$ cat config.mk
export PLATFORM = sky130hd
export DESIGN_NAME = fp_align
export DESIGN_NICKNAME = d
export VERILOG_FILES = /design/src/rtl/fp_align.sv
export SDC_FILE = /design/constraint.sdc
export NUM_CORES = 1
export LEC_CHECK = 0
export BUFFER_PORTS_ARGS = -buffer_cell sky130_fd_sc_hd__buf_4
export CAP_MARGIN = 20
export CORE_MARGIN = 2
export CORE_UTILIZATION = 30
export CTS_CLUSTER_SIZE = 30
export DETAILED_ROUTE_END_ITERATION = 6
export SYNTH_ARGS = -nofsm -noshare
export SYNTH_HDL_FRONTEND = slang
export SYNTH_SLANG_ARGS = --single-unit
$ cat constraint.sdc
create_clock -name clk -period 3.3 [get_ports clk]
set_clock_uncertainty 0.05 [all_clocks]
set_input_delay 0.825 -clock clk [delete_from_list [all_inputs] [get_ports clk]]
set_output_delay 0.825 -clock clk [all_outputs]
set_load 0.005 [all_outputs]
$ cat src/rtl/fp_align.sv
// Operand-alignment stage ahead of fp_add_sub: orders two singles by magnitude and shifts the smaller one.
// Optional macro FP_ALIGN_STICKY_EN folds every shifted-out bit into x2_mant[0].
package fp_align_pkg;
  typedef logic [1:0] fp_op_t;
endpackage

module fp_align
  import fp_align_pkg::*;
#(
  parameter int PRECISION = 3
) (
  input  logic                   clk,
  input  logic                   rst,
  input  logic                   in_valid,
  output logic                   in_ready,
  input  logic                   a_sign,
  input  logic                   b_sign,
  input  logic [7:0]             a_exp,
  input  logic [7:0]             b_exp,
  input  logic [22:0]            a_frac,
  input  logic [22:0]            b_frac,
  input  fp_op_t                 op_in,
  output logic                   out_valid,
  input  logic                   out_ready,
  output logic                   x1_sign,
  output logic                   x2_sign,
  output logic [7:0]             x1_exp,
  output logic [23+PRECISION-1:0] x1_mant,
  output logic [23+PRECISION-1:0] x2_mant,
  output logic                   switched,
  output logic                   swapped,
  output logic                   special,
  output fp_op_t                 op_out
);

  localparam int         MW  = 23 + PRECISION;
  localparam int         SW  = 24 + PRECISION;
  localparam logic [7:0] SW8 = 8'(SW);

  // Ready chain: each stage may load when it is empty or the stage after it moves.
  logic w_s2_adv;
  logic w_s1_adv;

  logic          r1_valid;
  logic          r1_x1_sign;
  logic          r1_x2_sign;
  logic [7:0]    r1_x1_exp;
  logic [22:0]   r1_x1_frac;
  logic [23:0]   r1_x2_sig;
  logic [7:0]    r1_d;
  logic          r1_switched;
  logic          r1_swapped;
  logic          r1_special;
  fp_op_t        r1_op;

  logic          r2_valid;
  logic          r2_x1_sign;
  logic          r2_x2_sign;
  logic [7:0]    r2_x1_exp;
  logic [MW-1:0] r2_x1_mant;
  logic [MW-1:0] r2_x2_mant;
  logic          r2_switched;
  logic          r2_swapped;
  logic          r2_special;
  fp_op_t        r2_op;

  assign w_s2_adv = !r2_valid || out_ready;
  assign w_s1_adv = !r1_valid || w_s2_adv;
  assign in_ready = w_s1_adv;

  // Stage 1: compare and swap, exponent-0 operands flushed to zero.
  logic        w_swap;
  logic [7:0]  w_x1_exp;
  logic [7:0]  w_x2_exp;
  logic [22:0] w_x1_frac_raw;
  logic [22:0] w_x2_frac_raw;
  logic [22:0] w_x1_frac;
  logic [23:0] w_x2_sig;
  logic        w_special;

  assign w_swap        = (b_exp > a_exp) || ((b_exp == a_exp) && (b_frac > a_frac));
  assign w_x1_exp      = w_swap ? b_exp  : a_exp;
  assign w_x2_exp      = w_swap ? a_exp  : b_exp;
  assign w_x1_frac_raw = w_swap ? b_frac : a_frac;
  assign w_x2_frac_raw = w_swap ? a_frac : b_frac;
  assign w_x1_frac     = (w_x1_exp == 8'd0) ? 23'd0 : w_x1_frac_raw;
  assign w_x2_sig      = (w_x2_exp == 8'd0) ? 24'd0 : {1'b1, w_x2_frac_raw};
  assign w_special     = (a_exp == 8'hFF) || (b_exp == 8'hFF);

  // Stage 2: right shift of the smaller significand into the guard bits.
  logic [SW-1:0] w_sig_ext;
  logic [MW-1:0] w_shifted;
  logic [MW-1:0] w_x2_mant;

  assign w_sig_ext = {r1_x2_sig, {PRECISION{1'b0}}};
  assign w_shifted = (r1_d >= SW8) ? '0 : MW'(w_sig_ext >> r1_d);

`ifdef FP_ALIGN_STICKY_EN
  logic [SW-1:0] w_lost;
  for (genvar gi = 0; gi < SW; gi++) begin : g_sticky
    assign w_lost[gi] = w_sig_ext[gi] && (r1_d > 8'(gi));
  end
  assign w_x2_mant = w_shifted | {{(MW-1){1'b0}}, |w_lost};
`else
  assign w_x2_mant = w_shifted;
`endif

  always_ff @(posedge clk) begin
    if (rst) begin
      r1_valid    <= 1'b0;
      r1_x1_sign  <= 1'b0;
      r1_x2_sign  <= 1'b0;
      r1_x1_exp   <= '0;
      r1_x1_frac  <= '0;
      r1_x2_sig   <= '0;
      r1_d        <= '0;
      r1_switched <= 1'b0;
      r1_swapped  <= 1'b0;
      r1_special  <= 1'b0;
      r1_op       <= '0;
      r2_valid    <= 1'b0;
      r2_x1_sign  <= 1'b0;
      r2_x2_sign  <= 1'b0;
      r2_x1_exp   <= '0;
      r2_x1_mant  <= '0;
      r2_x2_mant  <= '0;
      r2_switched <= 1'b0;
      r2_swapped  <= 1'b0;
      r2_special  <= 1'b0;
      r2_op       <= '0;
    end else begin
      if (w_s1_adv) begin
        r1_valid <= in_valid;
        if (in_valid) begin
          r1_x1_sign  <= w_swap ? b_sign : a_sign;
          r1_x2_sign  <= w_swap ? a_sign : b_sign;
          r1_x1_exp   <= w_x1_exp;
          r1_x1_frac  <= w_x1_frac;
          r1_x2_sig   <= w_x2_sig;
          r1_d        <= w_x1_exp - w_x2_exp;
          r1_switched <= (w_x1_exp != w_x2_exp);
          r1_swapped  <= w_swap;
          r1_special  <= w_special;
          r1_op       <= op_in;
        end
      end
      if (w_s2_adv) begin
        r2_valid <= r1_valid;
        if (r1_valid) begin
          r2_x1_sign  <= r1_x1_sign;
          r2_x2_sign  <= r1_x2_sign;
          r2_x1_exp   <= r1_x1_exp;
          r2_x1_mant  <= {r1_x1_frac, {PRECISION{1'b0}}};
          r2_x2_mant  <= w_x2_mant;
          r2_switched <= r1_switched;
          r2_swapped  <= r1_swapped;
          r2_special  <= r1_special;
          r2_op       <= r1_op;
        end
      end
    end
  end

  assign out_valid = r2_valid;
  assign x1_sign   = r2_x1_sign;
  assign x2_sign   = r2_x2_sign;
  assign x1_exp    = r2_x1_exp;
  assign x1_mant   = r2_x1_mant;
  assign x2_mant   = r2_x2_mant;
  assign switched  = r2_switched;
  assign swapped   = r2_swapped;
  assign special   = r2_special;
  assign op_out    = r2_op;

endmodule

==> results.json <==
{
  "portBuffers": 135,
  "yosys-mux-area-fraction_pct": 10.20,
  "via_count": 7527,
  "syn_area_mm2": 0.007727,
  "switchingPower_mw": 1.517,
  "sequentialPowerShare_pct": 36.9,
  "comb_power_share_pct": 22.8,
  "gp_congestion": 0.8502,
  "coreArea_mm2": 0.02525,
  "post-place-ws_ps": -302.9,
  "overflow": 0,
  "diodes": 0,
  "setup_viol": 0,
  "fp-row-count": 58,
  "reg2reg_slack_ps": 880,
  "viasPerCell": 5.045,
  "grt_pass1_vias": 7059,
  "cts_made_buffers": 17,
  "drc": 0,
  "nNetsFinal": 1250,
  "p_int_mw": 3.386,
  "arrival_ps": 3400,
  "start_util_pct": 30.60,
  "worstReg2RegStart": "r1_d[0]$_SDFFE_PP0P_",
  "drv_cap": 0,
  "clk_path_buf_depth": 2,
  "power.density_mw_per_mm2": 482.0,
  "max-slew-margin-rel_pct": 50.87,
  "status": "complete, no violations",
  "grt_first_pass_wirelength_um": 36870,
  "timing.final.crit_share_pct": 95.43,
  "synthCells": 995,
  "drive_above_1_share_pct": 26.85,
  "area_growth_pct": 31.62,
  "grt_util_all_layers_pct": 17.33,
  "rsz0062_at_grt": "false",
  "ant_nets": 0,
  "min_path_type": "flip-flop to flip-flop",
  "path_clk_slew_ps": 60,
  "synth_edf_count": 0,
  "htreeDepth": 4,
  "crit_fanout": 10,
  "async_flop_share_pct": 0,
  "io_pins": 139,
  "startpoint_type": "input pin",
  "synthSimpleGateAreaFrac_pct": 20.61,
  "synthFlopType": "dfxtp_1",
  "drtIter0Drc": 563,
  "clock_latency_ps": 430,
  "peakVddDrop_mv": 0.2641,
  "sw_frac_of_total_pct": 30.93,
  "final_common_cell": "buf_4",
  "dp_hpwl_um": 17140,
  "routed_wl_um": 23330,
  "path_class": "input pin to flip-flop",
  "grt_max_degree": 63,
  "clock_power_share_pct": 40.3,
  "synth-seq-area-share_pct": 35.23,
  "yosysWarnings": 0,
  "hold_buffers": 0,
  "p_leak_nw": 4.222,
  "period_minus_slack_ps": 3149,
  "setup_ws_ps": 150.9,
  "final_max_slew_viol_count": 0,
  "cts_sinks": 136,
  "die_height_um": 164.5,
  "cp.required_ps": 3550,
  "cts-root-buf": "clkbuf_16",
  "synthAdderAreaFrac_pct": 5.019,
  "hold_violations": 0,
  "synth-compound-area-share_pct": 22.41,
  "synth.distinct_cells": 58,
  "endpoint_kind": "flip-flop",
  "max_freq_ghz": 0.3176,
  "min_from": "r1_x1_frac[9]$_SDFFE_PP0P_",
  "synth_area_per_cell_um2": 7.766,
  "synth_top_family_by_area": "compound AO/OA/AOI/OAI gates",
  "post-place-cells": 1460,
  "dieArea_mm2": 0.02706,
  "mostFrequentLayoutCells": "211 x buf_4, 160 x nand2_1, 136 x dfxtp_1",
  "fin_cells": 1492,
  "cts_tree": "done",
  "routedWlPerCell_um": 15.64,
  "tns_ps": 0,
  "cp-startpoint": "a_frac[21]",
  "firstDrtPassIters": 7,
  "synth_seq_cells": 136,
  "tightest_slew_ps": 731.3,
  "postCtsSetupRepairBufs": 0,
  "antenna_found_initial": 0,
  "synth_xor_area_share_pct": 0.3400,
  "die_w_um": 164.5
}
==> cells in the mapped netlist (9+ instances only) <==
library cell,number,share of area [%]
nor3_1,9,0.58
clkbuf_1,65,3.2
dfxtp_1,136,35
buf_2,10,0.65
nand2b_1,13,1.1
mux2_2,34,5.0
a21oi_1,82,5.3
o21ai_0,54,3.5
inv_1,34,1.7
nand4_1,12,0.97
nor2_1,117,5.7
a211oi_1,20,1.9
mux2i_1,21,2.7
ha_1,31,5.0
nand3_1,23,1.5
nand2_1,161,7.8
a22oi_1,69,6.7
==> layer usage <==
layer | wire length (um) | GRT usage [%] | vias up | share of wire [%]
met1 | 10750 | 23.04 | 3488 | 46
met2 | 11000 | 28.57 | 185 | 47
li1 | - | - | 3835 | -
met4 | 249 | 4.348 | 0 | 1.1
met3 | 1333 | 3.792 | 19 | 5.7
met5 | 0 | 0 | - | 0
==> per-stage QoR <==
step	instance area [um^2]	power (mW)	util [%]	hold slack (ps)
2_1_floorplan	7784	2.541	-	378.7
3_3_place_gp	9542	2.945	37.78	390.4
3_5_place_dp	9542	2.958	37.78	395.1
4_1_cts	10140	4.956	40.16	405.5
5_1_grt	10170	5.158	40.27	422.9
6_report	10170	4.903	40.27	403.4
==> worst paths after layout <==
check                                  end  cells after the start
setup / recovery      r1_d[7]$_SDFFE_PP0P_                     13
setup reg to reg   x2_mant[6]$_SDFFE_PP0P_                     10
hold reg to reg   x1_mant[12]$_SDFFE_PP0P_                      2
hold / removal    x1_mant[12]$_SDFFE_PP0P_                      2
==> cells by family after synthesis <==
logic type / after synthesis
xor gates and xnor gates: 3
AOI/OAI and AO/OA: 273
muxes: 64
and+or+nand+nor: 369
DFF: 136
buffers and inverters: 118
other: 1
adders and majority gates: 31
==> cell type report <==
class,instances,area (um^2)
Fill cell,2599,15080
Multi-Input combinational cell,743,4636
Clock inverter,14,161.4
Clock buffer,18,439.2
Inverter,36,135.1
Timing Repair Buffer,215,1664
Tap cell,330,412.9
Sequential cell,136,2723
==> what timing repair did <==
| item | 4_1_cts | 5_1_grt |
|---|---|---|
| gates resized for setup | 0 | 7 |
| endpoints found under the hold margin | 0 | 0 |
| endpoints found under the setup margin | 0 | 23 |
==> worst max-delay path: stages <==
cell and delay [ps]:
buf_4 90, inv_1 40, ha_1 330, a21oi_1 170
nand2_1 110, a2111oi_4 340, o21ai_1 130, o211a_4 270
buf_4 180, or3b_4 420, and3_1 190, o311ai_2 220
nand3_1 100
==> sequential cells by signal, indices dropped and copies added, names as in the netlist <==
signal       count
op_out           2
out_valid        1
r1_d             8
r1_op            2
r1_special       1
r1_swapped       1
r1_switched      1
r1_valid         1
r1_x1_exp        8
r1_x1_frac      23
r1_x1_sign       1
r1_x2_sig       24
r1_x2_sign       1
special          1
swapped          1
switched         1
x1_exp           8
x1_mant         23
x1_sign          1
x2_mant         26
x2_sign          1
==> power by group through the flow <==
stage	logic (mW)	clock network, mW	registers, mW
6_report	1.12	1.98	1.81
5_1_grt	1.24	2.09	1.82
4_1_cts	1.12	2.03	1.81
3_5_place_dp	1.11	0	1.85
3_3_place_gp	1.10	0	1.85
2_1_floorplan	0.720	0	1.82
Power figures use the tool's default switching activity.
